==> src/rtl/wb_pkg.sv <==
// Shared definitions for the writeback/complete stage.
// Default lane counts plus the tag and result widths. TAG_W matches the ROB
// size (RobSize) and DATA_W matches the machine word (MemoryWord).
// wb_lane_t is one execute/memory result lane; cdb_port_t is one CDB port.
package wb_pkg;
    localparam int N_WB_DEF  = 4;
    localparam int N_CDB_DEF = 2;
    localparam int TAG_W     = 6;
    localparam int DATA_W    = 32;

    typedef struct packed {
        logic              valid;
        logic [TAG_W-1:0]  tag;
        logic [DATA_W-1:0] data;
        logic              regwr;
        logic              rd_nz;
        logic              cjump;
        logic              pred;
        logic              taken;
    } wb_lane_t;

    typedef struct packed {
        logic              valid;
        logic [TAG_W-1:0]  tag;
        logic [DATA_W-1:0] value;
    } cdb_port_t;
endpackage

==> src/rtl/wb_lane_fifo.sv <==
// Per-lane pending-broadcast FIFO.
// Ports: clk, reset (async, active low), flush (sync clear), push/din,
// pop (caller guarantees non-empty), count (registered occupancy), head.
// DEPTH must be a power of two so the pointers wrap on their own.
module wb_lane_fifo #(
    parameter int W     = 38,
    parameter int DEPTH = 4,
    localparam int CNT_W = $clog2(DEPTH + 1),
    localparam int PTR_W = $clog2(DEPTH)
) (
    input  logic             clk,
    input  logic             reset,
    input  logic             flush,
    input  logic             push,
    input  logic             pop,
    input  logic [W-1:0]     din,
    output logic [CNT_W-1:0] count,
    output logic [W-1:0]     head
);
    logic [W-1:0]     mem_q [DEPTH];
    logic [W-1:0]     mem_d [DEPTH];
    logic [PTR_W-1:0] wptr_q, wptr_d, rptr_q, rptr_d;
    logic [CNT_W-1:0] cnt_q, cnt_d;

    always_comb begin
        mem_d  = mem_q;
        wptr_d = wptr_q;
        rptr_d = rptr_q;
        cnt_d  = cnt_q;
        if (flush) begin
            wptr_d = '0;
            rptr_d = '0;
            cnt_d  = '0;
        end else begin
            if (push) begin
                mem_d[wptr_q] = din;
                wptr_d        = wptr_q + 1'b1;
            end
            if (pop) rptr_d = rptr_q + 1'b1;
            cnt_d = cnt_q + CNT_W'(push) - CNT_W'(pop);
        end
    end

    always_ff @(posedge clk or negedge reset) begin
        if (!reset) begin
            wptr_q <= '0;
            rptr_q <= '0;
            cnt_q  <= '0;
        end else begin
            wptr_q <= wptr_d;
            rptr_q <= rptr_d;
            cnt_q  <= cnt_d;
        end
    end

    // Storage needs no reset: occupancy alone says what is valid.
    always_ff @(posedge clk) mem_q <= mem_d;

    assign count = cnt_q;
    assign head  = mem_q[rptr_q];
endmodule

==> src/rtl/wb_commit_multi.sv <==
// Multi-lane writeback/complete stage between the result lanes and the
// ROB, map table and CDB.
// Inputs: per-lane result (wb_*), rob_head for age compare, flush_in.
// Outputs: registered ROB/map-table strobes (1-cycle latency), oldest
// mispredict pulse, N_CDB registered broadcast ports fed from per-lane
// FIFOs through a round-robin arbiter; wb_ready is per-lane backpressure.
// Optional: define WB_CDB_BYPASS_EN to let a result arriving at an empty
// lane FIFO win a CDB port in its arrival cycle.
module wb_commit_multi import wb_pkg::*; #(
    parameter int N_WB      = N_WB_DEF,
    parameter int N_CDB     = N_CDB_DEF,
    parameter int BUF_DEPTH = 4,
    parameter int DATA_W    = wb_pkg::DATA_W,
    parameter int TAG_W     = wb_pkg::TAG_W
) (
    input  logic                    clk,
    input  logic                    reset,
    input  logic [N_WB-1:0]         wb_valid,
    input  logic [N_WB*TAG_W-1:0]   wb_tag,
    input  logic [N_WB*DATA_W-1:0]  wb_data,
    input  logic [N_WB-1:0]         wb_regwr,
    input  logic [N_WB-1:0]         wb_rd_nz,
    input  logic [N_WB-1:0]         wb_cjump,
    input  logic [N_WB-1:0]         wb_pred,
    input  logic [N_WB-1:0]         wb_taken,
    output logic [N_WB-1:0]         wb_ready,
    input  logic [TAG_W-1:0]        rob_head,
    input  logic                    flush_in,
    output logic [N_WB-1:0]         rob_wr_valid,
    output logic [N_WB*TAG_W-1:0]   rob_wr_tag,
    output logic [N_WB*DATA_W-1:0]  rob_wr_value,
    output logic [N_WB-1:0]         rob_wr_value_en,
    output logic [N_WB-1:0]         rob_wr_flush,
    output logic [N_WB-1:0]         mt_wr_valid,
    output logic [N_WB*TAG_W-1:0]   mt_wr_tag,
    output logic                    mispredict_valid,
    output logic [TAG_W-1:0]        mispredict_tag,
    output logic [N_CDB-1:0]        cdb_valid,
    output logic [N_CDB*TAG_W-1:0]  cdb_tag,
    output logic [N_CDB*DATA_W-1:0] cdb_value
);
    localparam int FW    = TAG_W + DATA_W;
    localparam int CNT_W = $clog2(BUF_DEPTH + 1);
    localparam int RR_W  = (N_WB > 1) ? $clog2(N_WB) : 1;

    logic [N_WB-1:0]            accept, push, pop, bypass, mp_flag;
    logic [N_WB-1:0][CNT_W-1:0] fifo_cnt;
    logic [N_WB-1:0][FW-1:0]    fifo_head, fifo_din;

    logic [RR_W-1:0]         rr_q, rr_d;
    logic [N_WB-1:0]         rob_wr_valid_q, rob_wr_valid_d, rob_wr_value_en_q, rob_wr_value_en_d;
    logic [N_WB-1:0]         rob_wr_flush_q, rob_wr_flush_d, mt_wr_valid_q, mt_wr_valid_d;
    logic [N_WB*TAG_W-1:0]   rob_wr_tag_q, rob_wr_tag_d, mt_wr_tag_q, mt_wr_tag_d;
    logic [N_WB*DATA_W-1:0]  rob_wr_value_q, rob_wr_value_d;
    logic                    mispredict_valid_q, mispredict_valid_d;
    logic [TAG_W-1:0]        mispredict_tag_q, mispredict_tag_d, mp_dist, mp_best;
    logic [N_CDB-1:0]        cdb_valid_q, cdb_valid_d;
    logic [N_CDB*TAG_W-1:0]  cdb_tag_q, cdb_tag_d;
    logic [N_CDB*DATA_W-1:0] cdb_value_q, cdb_value_d;

    for (genvar i = 0; i < N_WB; i++) begin : g_lane
        assign wb_ready[i] = (fifo_cnt[i] != CNT_W'(BUF_DEPTH));
        assign accept[i]   = wb_valid[i] & (wb_tag[i*TAG_W +: TAG_W] != '0) & wb_ready[i] & ~flush_in;
        assign mp_flag[i]  = accept[i] & wb_cjump[i] & (wb_pred[i] ^ wb_taken[i]);
        assign push[i]     = accept[i] & wb_regwr[i] & ~bypass[i];
        assign fifo_din[i] = {wb_tag[i*TAG_W +: TAG_W], wb_data[i*DATA_W +: DATA_W]};

        wb_lane_fifo #(.W(FW), .DEPTH(BUF_DEPTH)) u_fifo (
            .clk   (clk),
            .reset (reset),
            .flush (flush_in),
            .push  (push[i]),
            .pop   (pop[i]),
            .din   (fifo_din[i]),
            .count (fifo_cnt[i]),
            .head  (fifo_head[i])
        );
    end

    // ROB / map-table strobes and oldest-mispredict select.
    always_comb begin
        rob_wr_valid_d     = accept;
        rob_wr_value_en_d  = accept & wb_regwr & ~wb_cjump;
        rob_wr_flush_d     = mp_flag;
        mt_wr_valid_d      = accept & wb_regwr & wb_rd_nz;
        rob_wr_tag_d       = '0;
        rob_wr_value_d     = '0;
        mt_wr_tag_d        = '0;
        mispredict_valid_d = 1'b0;
        mispredict_tag_d   = '0;
        mp_dist            = '0;
        mp_best            = '0;
        for (int i = 0; i < N_WB; i++) begin
            if (accept[i]) begin
                rob_wr_tag_d[i*TAG_W +: TAG_W]    = wb_tag[i*TAG_W +: TAG_W];
                rob_wr_value_d[i*DATA_W +: DATA_W] = wb_data[i*DATA_W +: DATA_W];
                mt_wr_tag_d[i*TAG_W +: TAG_W]     = wb_tag[i*TAG_W +: TAG_W];
            end
            // Age is the distance from the ROB head, wrapping at 2^TAG_W.
            mp_dist = wb_tag[i*TAG_W +: TAG_W] - rob_head;
            if (mp_flag[i] && (!mispredict_valid_d || mp_dist < mp_best)) begin
                mispredict_valid_d = 1'b1;
                mispredict_tag_d   = wb_tag[i*TAG_W +: TAG_W];
                mp_best            = mp_dist;
            end
        end
    end

    // Round-robin CDB arbitration over FIFO heads (and fresh results when
    // the bypass is built in).
    always_comb begin
        int   idx;
        int   n_grant;
        logic fifo_ne;
        logic byp_ok;
        cdb_valid_d = '0;
        cdb_tag_d   = '0;
        cdb_value_d = '0;
        pop         = '0;
        bypass      = '0;
        rr_d        = rr_q;
        idx         = 0;
        n_grant     = 0;
        fifo_ne     = 1'b0;
        byp_ok      = 1'b0;
        if (flush_in) begin
            rr_d = '0;
        end else begin
            for (int k = 0; k < N_WB; k++) begin
                idx     = (int'(rr_q) + k) % N_WB;
                fifo_ne = (fifo_cnt[idx] != '0);
`ifdef WB_CDB_BYPASS_EN
                byp_ok  = accept[idx] & wb_regwr[idx] & ~fifo_ne;
`else
                byp_ok  = 1'b0;
`endif
                if ((fifo_ne || byp_ok) && n_grant < N_CDB) begin
                    cdb_valid_d[n_grant] = 1'b1;
                    if (fifo_ne) begin
                        cdb_tag_d[n_grant*TAG_W +: TAG_W]    = fifo_head[idx][FW-1 -: TAG_W];
                        cdb_value_d[n_grant*DATA_W +: DATA_W] = fifo_head[idx][DATA_W-1:0];
                        pop[idx] = 1'b1;
                    end else begin
                        cdb_tag_d[n_grant*TAG_W +: TAG_W]    = wb_tag[idx*TAG_W +: TAG_W];
                        cdb_value_d[n_grant*DATA_W +: DATA_W] = wb_data[idx*DATA_W +: DATA_W];
                        bypass[idx] = 1'b1;
                    end
                    n_grant = n_grant + 1;
                    rr_d    = RR_W'((idx + 1) % N_WB);
                end
            end
        end
    end

    always_ff @(posedge clk or negedge reset) begin
        if (!reset) begin
            rr_q               <= '0;
            rob_wr_valid_q     <= '0;
            rob_wr_tag_q       <= '0;
            rob_wr_value_q     <= '0;
            rob_wr_value_en_q  <= '0;
            rob_wr_flush_q     <= '0;
            mt_wr_valid_q      <= '0;
            mt_wr_tag_q        <= '0;
            mispredict_valid_q <= 1'b0;
            mispredict_tag_q   <= '0;
            cdb_valid_q        <= '0;
            cdb_tag_q          <= '0;
            cdb_value_q        <= '0;
        end else begin
            rr_q               <= rr_d;
            rob_wr_valid_q     <= rob_wr_valid_d;
            rob_wr_tag_q       <= rob_wr_tag_d;
            rob_wr_value_q     <= rob_wr_value_d;
            rob_wr_value_en_q  <= rob_wr_value_en_d;
            rob_wr_flush_q     <= rob_wr_flush_d;
            mt_wr_valid_q      <= mt_wr_valid_d;
            mt_wr_tag_q        <= mt_wr_tag_d;
            mispredict_valid_q <= mispredict_valid_d;
            mispredict_tag_q   <= mispredict_tag_d;
            cdb_valid_q        <= cdb_valid_d;
            cdb_tag_q          <= cdb_tag_d;
            cdb_value_q        <= cdb_value_d;
        end
    end

    assign rob_wr_valid     = rob_wr_valid_q;
    assign rob_wr_tag       = rob_wr_tag_q;
    assign rob_wr_value     = rob_wr_value_q;
    assign rob_wr_value_en  = rob_wr_value_en_q;
    assign rob_wr_flush     = rob_wr_flush_q;
    assign mt_wr_valid      = mt_wr_valid_q;
    assign mt_wr_tag        = mt_wr_tag_q;
    assign mispredict_valid = mispredict_valid_q;
    assign mispredict_tag   = mispredict_tag_q;
    assign cdb_valid        = cdb_valid_q;
    assign cdb_tag          = cdb_tag_q;
    assign cdb_value        = cdb_value_q;
endmodule

==> config.mk <==
export PLATFORM = sky130hd
export DESIGN_NAME = wb_commit_multi
export DESIGN_NICKNAME = d
export VERILOG_FILES = /design/src/rtl/wb_pkg.sv /design/src/rtl/wb_lane_fifo.sv /design/src/rtl/wb_commit_multi.sv
export SDC_FILE = /design/constraint.sdc
export NUM_CORES = 1
export LEC_CHECK = 0
export BUFFER_PORTS_ARGS = -buffer_cell sky130_fd_sc_hd__buf_4
export CAP_MARGIN = 15
export CORE_ASPECT_RATIO = 1.2
export CORE_UTILIZATION = 45
export CTS_BUF_LIST = sky130_fd_sc_hd__clkbuf_4
export DETAILED_ROUTE_END_ITERATION = 6
export PLACE_DENSITY = 0.67
export SKIP_CTS_REPAIR_TIMING = 1
export SKIP_LAST_GASP = 1
export SYNTH_ARGS = -nofsm -noshare
export SYNTH_HDL_FRONTEND = slang
export SYNTH_SLANG_ARGS = --single-unit
==> constraint.sdc <==
create_clock -name clk -period 6.91 [get_ports clk]
set_clock_uncertainty 0.2 [all_clocks]
set_input_delay 1.382 -clock clk [delete_from_list [all_inputs] [get_ports clk]]
set_output_delay 1.382 -clock clk [all_outputs]
set_load 0.1 [all_outputs]
==> impl_metrics.yaml, run 1 <==
grt:
  grt_pass1_wl_um: 193400
  grtUsageTotal_pct: 28.12
  grt_max_degree: 119
  antenna_found_initial: 2
  grt_overflow: 0
  grt_pass1_vias: 29251
sta:
  period_needed_ps: 6118
  final_hold_viol_count: 0
  max_slew_margin_pct: 19.47
  fin_crit_sh_pct: 88.54
  finalSetupViolations: 0
  rsz0062_at_grt: "false"
  clock.fmax_ghz: 0.1635
  tightest_slew_ps: 1208
  slew_viol_final: 0
  hold_slack_ps: 90.25
drt:
  wl_per_cell_um: 27.15
  dr.pass1.iters: 6
  finalWirelength_um: 134100
  drtAntennaViolNets: 0
  drtIter0Drc: 2668
  vias_per_cell: 5.911
  drc: 0
  num_vias: 29189
final_layout:
  nets: 3765
  seqCellArea_mm2: 0.02537
  area_delta_synth_final_pct: 18.66
  multi_input_area_mm2: 0.01595
  instances_no_fill: 4938
  fillers: 7884
  final_util_pct: 53.81
  drive_above_1_share_pct: 36.83
floorplan:
  die_x_um: 282.6
  start_util_pct: 45.35
  die_area_mm2: 0.09569
  core_area_mm2: 0.09372
  die_height_um: 338.7
  row_count: 123
  io_pins: 466
placed_design:
  place_inst: 4524
  place.gp.congestion: 0.9752
  port_buffers: 465
  dp_hpwl_um: 87250
critical_path:
  path_cells: "or3_1, mux4_2, ha_1, nor2_2, inv_1, fa_1, clkinv_1, ha_1, ha_1, xor2_1, nor3_1, xnor2_1, or3_1, a211oi_1, nor4_1, a31o_1"
  crit_required_ps: 7670
  cp.arrival_ps: 6870
  startpoint_type: "flop"
  slowest_delay_ps: 670
  crit_path_top_delay_cell: "mux4_2"
  critPathMaxFanout: 12
  cp_common_cell: "ha_1"
  end_kind: "flop"
  path_class: "flop to flop"
  rr_worst_depth: 16
clocking:
  clock_latency_ps: 1150
  cts_sinks: 891
  cts.reportedPaths.clkPinSlew_ps: 70
  clockBufferDepth: 3
  cts_tree: "built"
  htree_levels: 4
  numCtsBuffers: 217
  cts.root.buffer_cell: "clkbuf_4"
logic_synthesis:
  ys_warn_count: 0
  avgSynthCellArea_um2: 14.59
  synth_ff_type: "edfxtp_1"
  synth_seq_cells: 891
  synthCells: 2914
  syn_area_mm2: 0.04250
  synthArstFlopShare_pct: 31.76
  synth-edff-count: 608
  ys_seq_area_share_pct: 59.62
  synth.distinct_cells: 88
pwr:
  pwr-share-clk_pct: 18.9
  power_frac_comb_pct: 53.8
  leakage_nw: 19.85
  p_sw_share_pct: 46.51
  internal-power_w: 0.01262
  power_density_mw_per_mm2: 467.8
  ir_drop_mv: 0.5253
  switchingPower_w: 0.01097
  power_frac_seq_pct: 27.3
run_status:
  outcome: "finished clean"
run:
  maxCapViolations: 0
min_path:
  hp-class: "input port to async pin"
-- final timing paths --
check,start,end,slack (ps)
setup / recovery,g_lane[0].u_fifo.count[1],cdb_tag[3],790
hold / removal,reset,rob_wr_value[58],90
setup reg to reg,g_lane[0].u_fifo.count[1],cdb_tag[3],790
hold reg to reg,g_lane[0].u_fifo.wptr_q[0],g_lane[0].u_fifo.wptr_q[0],370
max in group asynchronous,reset,g_lane[0].u_fifo.rptr_q[0],5090
min in group clk,wb_cjump[2],rob_wr_value_en[2],210
-- cells by family after synthesis --
| logic type | share of synthesized area [%] |
|---|---|
| and+or+nand+nor | 8.843 |
| other | 0.008823 |
| AOI/OAI and AO/OA | 7.356 |
| muxes | 17.49 |
| adders and majority gates | 2.738 |
| buffers and inverters | 3.182 |
| DFF | 59.62 |
| xor gates and xnor gates | 0.7624 |
-- synthesized netlist by cell type (8+ instances only) --
cell type,number,share of area (%)
a2bb2oi_1,15,0.31
dfrtp_1,283,17
a221o_1,13,0.31
a221oi_1,18,0.37
o22ai_1,46,0.68
nor2b_1,15,0.22
mux4_2,239,13
o211ai_1,9,0.16
nor2_1,162,1.4
nand2_1,238,2.1
and2_1,153,2.3
fa_1,10,0.47
a211oi_1,13,0.23
a21o_1,8,0.14
mux2_2,71,1.9
edfxtp_1,608,43
clkbuf_1,90,0.79
nand3_1,25,0.29
nand2b_1,10,0.15
mux2i_1,123,2.9
buf_4,43,0.76
xor2_1,18,0.37
buf_2,55,0.65
o21a_1,10,0.18
or3_1,8,0.12
a211oi_2,34,1.0
buf_1,22,0.19
inv_1,59,0.52
o221a_2,9,0.24
o21ai_0,59,0.69
nor4_1,44,0.65
and3_1,32,0.47
o32ai_1,11,0.23
a21oi_1,107,1.3
ha_1,77,2.3
xnor2_1,19,0.39
nor3_1,25,0.29
-- power groups by stage --
| stage | Sequential (W) | Combinational [W] | Clock, W |
|---|---|---|---|
| 6_report | 0.00644 | 0.0127 | 0.00447 |
| 5_1_grt | 0.00648 | 0.0133 | 0.00482 |
| 2_1_floorplan | 0.00751 | 0.00782 | 0 |
| 4_1_cts | 0.00645 | 0.0125 | 0.00459 |
| 3_3_place_gp | 0.00654 | 0.0124 | 0 |
| 3_5_place_dp | 0.00656 | 0.0124 | 0 |
-- flip-flops by register name (all words and copies together) (netlist names) --
signal / flops
cdb_tag: 12
cdb_valid: 2
cdb_value: 64
g_lane.u_fifo.count: 12
g_lane.u_fifo.mem_q: 608
g_lane.u_fifo.rptr_q: 8
g_lane.u_fifo.wptr_q: 8
mispredict_tag: 6
mispredict_valid: 1
mt_wr_tag: 24
mt_wr_valid: 4
rob_wr_flush: 4
rob_wr_valid: 4
rob_wr_value: 128
rob_wr_value_en: 4
rr_q: 2
-- per-layer routing --
metal  wire [um]  track usage [%]
met5           0                0
met4        5083            11.97
met2       66840            46.96
met1       50690            35.05
met3       11460            6.182
-- stage by stage --
step / area (um2) / TNS (ps) / total power (W) / setup slack [ps]
floorplan: 42570 / 0 / 0.01533 / 7.945
global placement: 47520 / -2252 / 0.01892 / -410.1
detailed placement: 47520 / -1875 / 0.01896 / -349.1
CTS: 50420 / 0 / 0.02350 / 867.0
global route: 50430 / 0 / 0.02465 / 366.2
finish: 50440 / 0 / 0.02360 / 792.2
-- layout by cell type, fill, tap and decap left out, types with 8 or more instances in the layout --
master,count
a21oi_1,103
edfxtp_1,608
o211ai_1,9
a221oi_1,18
mux4_2,238
nor3_1,25
mux2i_1,123
and3_2,12
ha_1,76
nand3_1,25
buf_4,569
nor2b_1,15
o22ai_1,46
a211oi_2,32
a211oi_1,11
clkinv_1,58
clkbuf_4,318
o32ai_1,11
mux2_2,71
a2bb2oi_1,15
dfrtp_1,273
and3_1,16
and2_1,153
xor2_1,18
a21oi_2,8
inv_1,58
o21ai_0,54
xnor2_1,19
nor4_1,44
nor2_1,162
clkinv_2,17
a21o_1,8
o221a_2,9
fa_1,10
o21a_1,10
a221o_1,13
nand2_1,237
nand2b_1,10
or3_1,8
-- worst max-delay path, delay by kind of cell, from the launching register on --
kind            cells  cell delay [ps]
buf+inv             2              410
xor+xnor            2              430
mux                 1              670
fa+ha+maj           4             1260
flops               1              460
compound gates      2              810
simple gates        5             1690
-- cell type report --
type | instances | area share [%]
Sequential cell | 891 | 50.29
Multi-Input combinational cell | 1741 | 31.63
Timing Repair Buffer | 574 | 8.658
Clock buffer | 318 | 4.733
Tap cell | 1250 | 3.101
Clock inverter | 90 | 1.025
Inverter | 68 | 0.5284
Antenna cell | 6 | 0.02977
(Power assumes the default switching activity.)
==> inputs of run 2 (changes only) <==
- MAX_ROUTING_LAYER: default -> met4
==> impl_metrics.yaml, run 2 (synthesis results as in run 1) <==
run_status:
  outcome: "finished clean"
drt:
  drtAntennaViolNets: 0
  drtIter0Drc: 2851
  wl_per_cell_um: 26.86
  num_vias: 29077
  dr.pass1.iters: 6
  drc: 0
  finalWirelength_um: 133100
  vias_per_cell: 5.868
pwr:
  internal-power_w: 0.01282
  total_power_w: 0.02374
  leakage_nw: 19.95
  switchingPower_w: 0.01092
  power_frac_comb_pct: 53.3
  p_sw_share_pct: 46.01
  pwr-share-clk_pct: 19.7
  power_frac_seq_pct: 27.1
  ir_drop_mv: 0.6573
  power_density_mw_per_mm2: 468.9
min_path:
  hp-class: "input port to flop"
floorplan:
  io_pins: 466
  start_util_pct: 45.35
  core_area_mm2: 0.09372
  die_area_mm2: 0.09569
  row_count: 123
  die_x_um: 282.6
  die_height_um: 338.7
run:
  maxCapViolations: 0
clocking:
  clockBufferDepth: 3
  cts.reportedPaths.clkPinSlew_ps: 70
  htree_levels: 4
  numCtsBuffers: 221
  cts_tree: "built"
  clock_latency_ps: 1140
  cts.root.buffer_cell: "clkbuf_4"
  cts_sinks: 891
final_layout:
  layout_commonest_cell: "edfxtp_1"
  area_delta_synth_final_pct: 19.11
  largest_reg_flops: 608
  nets: 3768
  top_register: "g_lane.u_fifo.mem_q"
  drive_above_1_share_pct: 37.30
  final_util_pct: 54.02
  mostFrequentLayoutCells: "608 x edfxtp_1, 565 x buf_4, 347 x clkbuf_4, 273 x dfrtp_1, 238 x mux4_2"
sta:
  period_needed_ps: 6226
  fin_crit_sh_pct: 90.10
  rsz0062_at_grt: "false"
  finalSetupViolations: 0
  clock.fmax_ghz: 0.1606
  tns_ps: 0
  tightest_slew_ps: 1255
  final_hold_viol_count: 0
  slew_viol_final: 0
  max_slew_margin_pct: 16.30
grt:
  grt_max_degree: 123
  grtUsageTotal_pct: 28.91
  grt_overflow: 0
  grt_pass1_vias: 29097
  antenna_found_initial: 6
  grt_pass1_wl_um: 193100
critical_path:
  startpoint_type: "input port"
  cp_common_cell: "ha_1"
  cp.arrival_ps: 7020
  slowest_delay_ps: 410
  path_class: "input port to flop"
  end_kind: "flop"
  crit_path_top_delay_cell: "fa_1"
  critPathMaxFanout: 6
  crit_required_ps: 7710
placed_design:
  place.gp.congestion: 0.9531
  port_buffers: 465
  dp_hpwl_um: 85860
[run 2: cell count changes in the layout (fill, tap and decap cells not counted), moves of 3 or more]
cell	before	now
diode_2	6	11
clkinv_2	17	14
inv_6	6	3
clkbuf_4	318	347
clkinv_1	58	48
buf_4	569	565
[run 2: metrics by stage]
step | worst slack [ps] | std cells | cell area [um2] | hold WS [ps]
after CTS | 706.3 | 4942 | 50570 | -79.45
after detailed placement | -495.0 | 4521 | 47510 | 362.9
after floorplan | 7.945 | 2917 | 42570 | 314.1
after global placement | -410.4 | 4521 | 47510 | 355.4
final | 683.9 | 4955 | 50630 | 212.2
after global routing | 157.7 | 4952 | 50620 | 122.0
[run 2: path summary, 6_finish.rpt]
| kind | from | to | slack (ps) | cells past startpoint |
|---|---|---|---|---|
| min | wb_cjump[2] | rob_wr_value_en[2] | 210 | 2 |
| max | wb_tag[0] | mispredict_tag[1] | 680 | 32 |
| min in group asynchronous | reset | rob_wr_value[112] | 590 | 2 |
| max reg2reg | rr_q[0] | cdb_tag[10] | 850 | 16 |
| max in group asynchronous | reset | g_lane[2].u_fifo.rptr_q[0] | 4640 | 3 |
| min reg2reg | g_lane[3].u_fifo.wptr_q[0] | g_lane[3].u_fifo.wptr_q[0] | 370 | 1 |
[run 2: layout make-up]
class | count | area (um2)
Antenna cell | 11 | 27.53
Clock buffer | 347 | 2605
Clock inverter | 74 | 454.2
Fill cell | 7880 | 43100
Inverter | 68 | 266.5
Multi-Input combinational cell | 1741 | 15960
Sequential cell | 891 | 25370
Tap cell | 1250 | 1564
Timing Repair Buffer | 573 | 4382
[run 2: layer usage]
| layer | wire length (um) | part of all wire (%) | track usage [%] |
|---|---|---|---|
| met4 | 5008 | 3.8 | 11.64 |
| met2 | 65340 | 49 | 45.64 |
| met1 | 51580 | 39 | 36.49 |
| met3 | 11160 | 8.4 | 5.783 |
| met5 | 0 | 0 | - |
[run 2: critical path, delay by kind of cell]
family	cells	cell delay (ps)
compound gates	11	1890
mux	1	370
buf+inv	6	700
fa+ha+maj	5	1480
xor+xnor	1	140
simple gates	8	1060
[run 2: power groups by stage]
stage	clock network, W	registers (W)	logic [W]
floorplan	0	0.00751	0.00782
global placement	0	0.00654	0.0124
detailed placement	0	0.00655	0.0124
CTS	0.00478	0.00644	0.0124
global route	0.00505	0.00647	0.0133
finish	0.00467	0.00643	0.0126
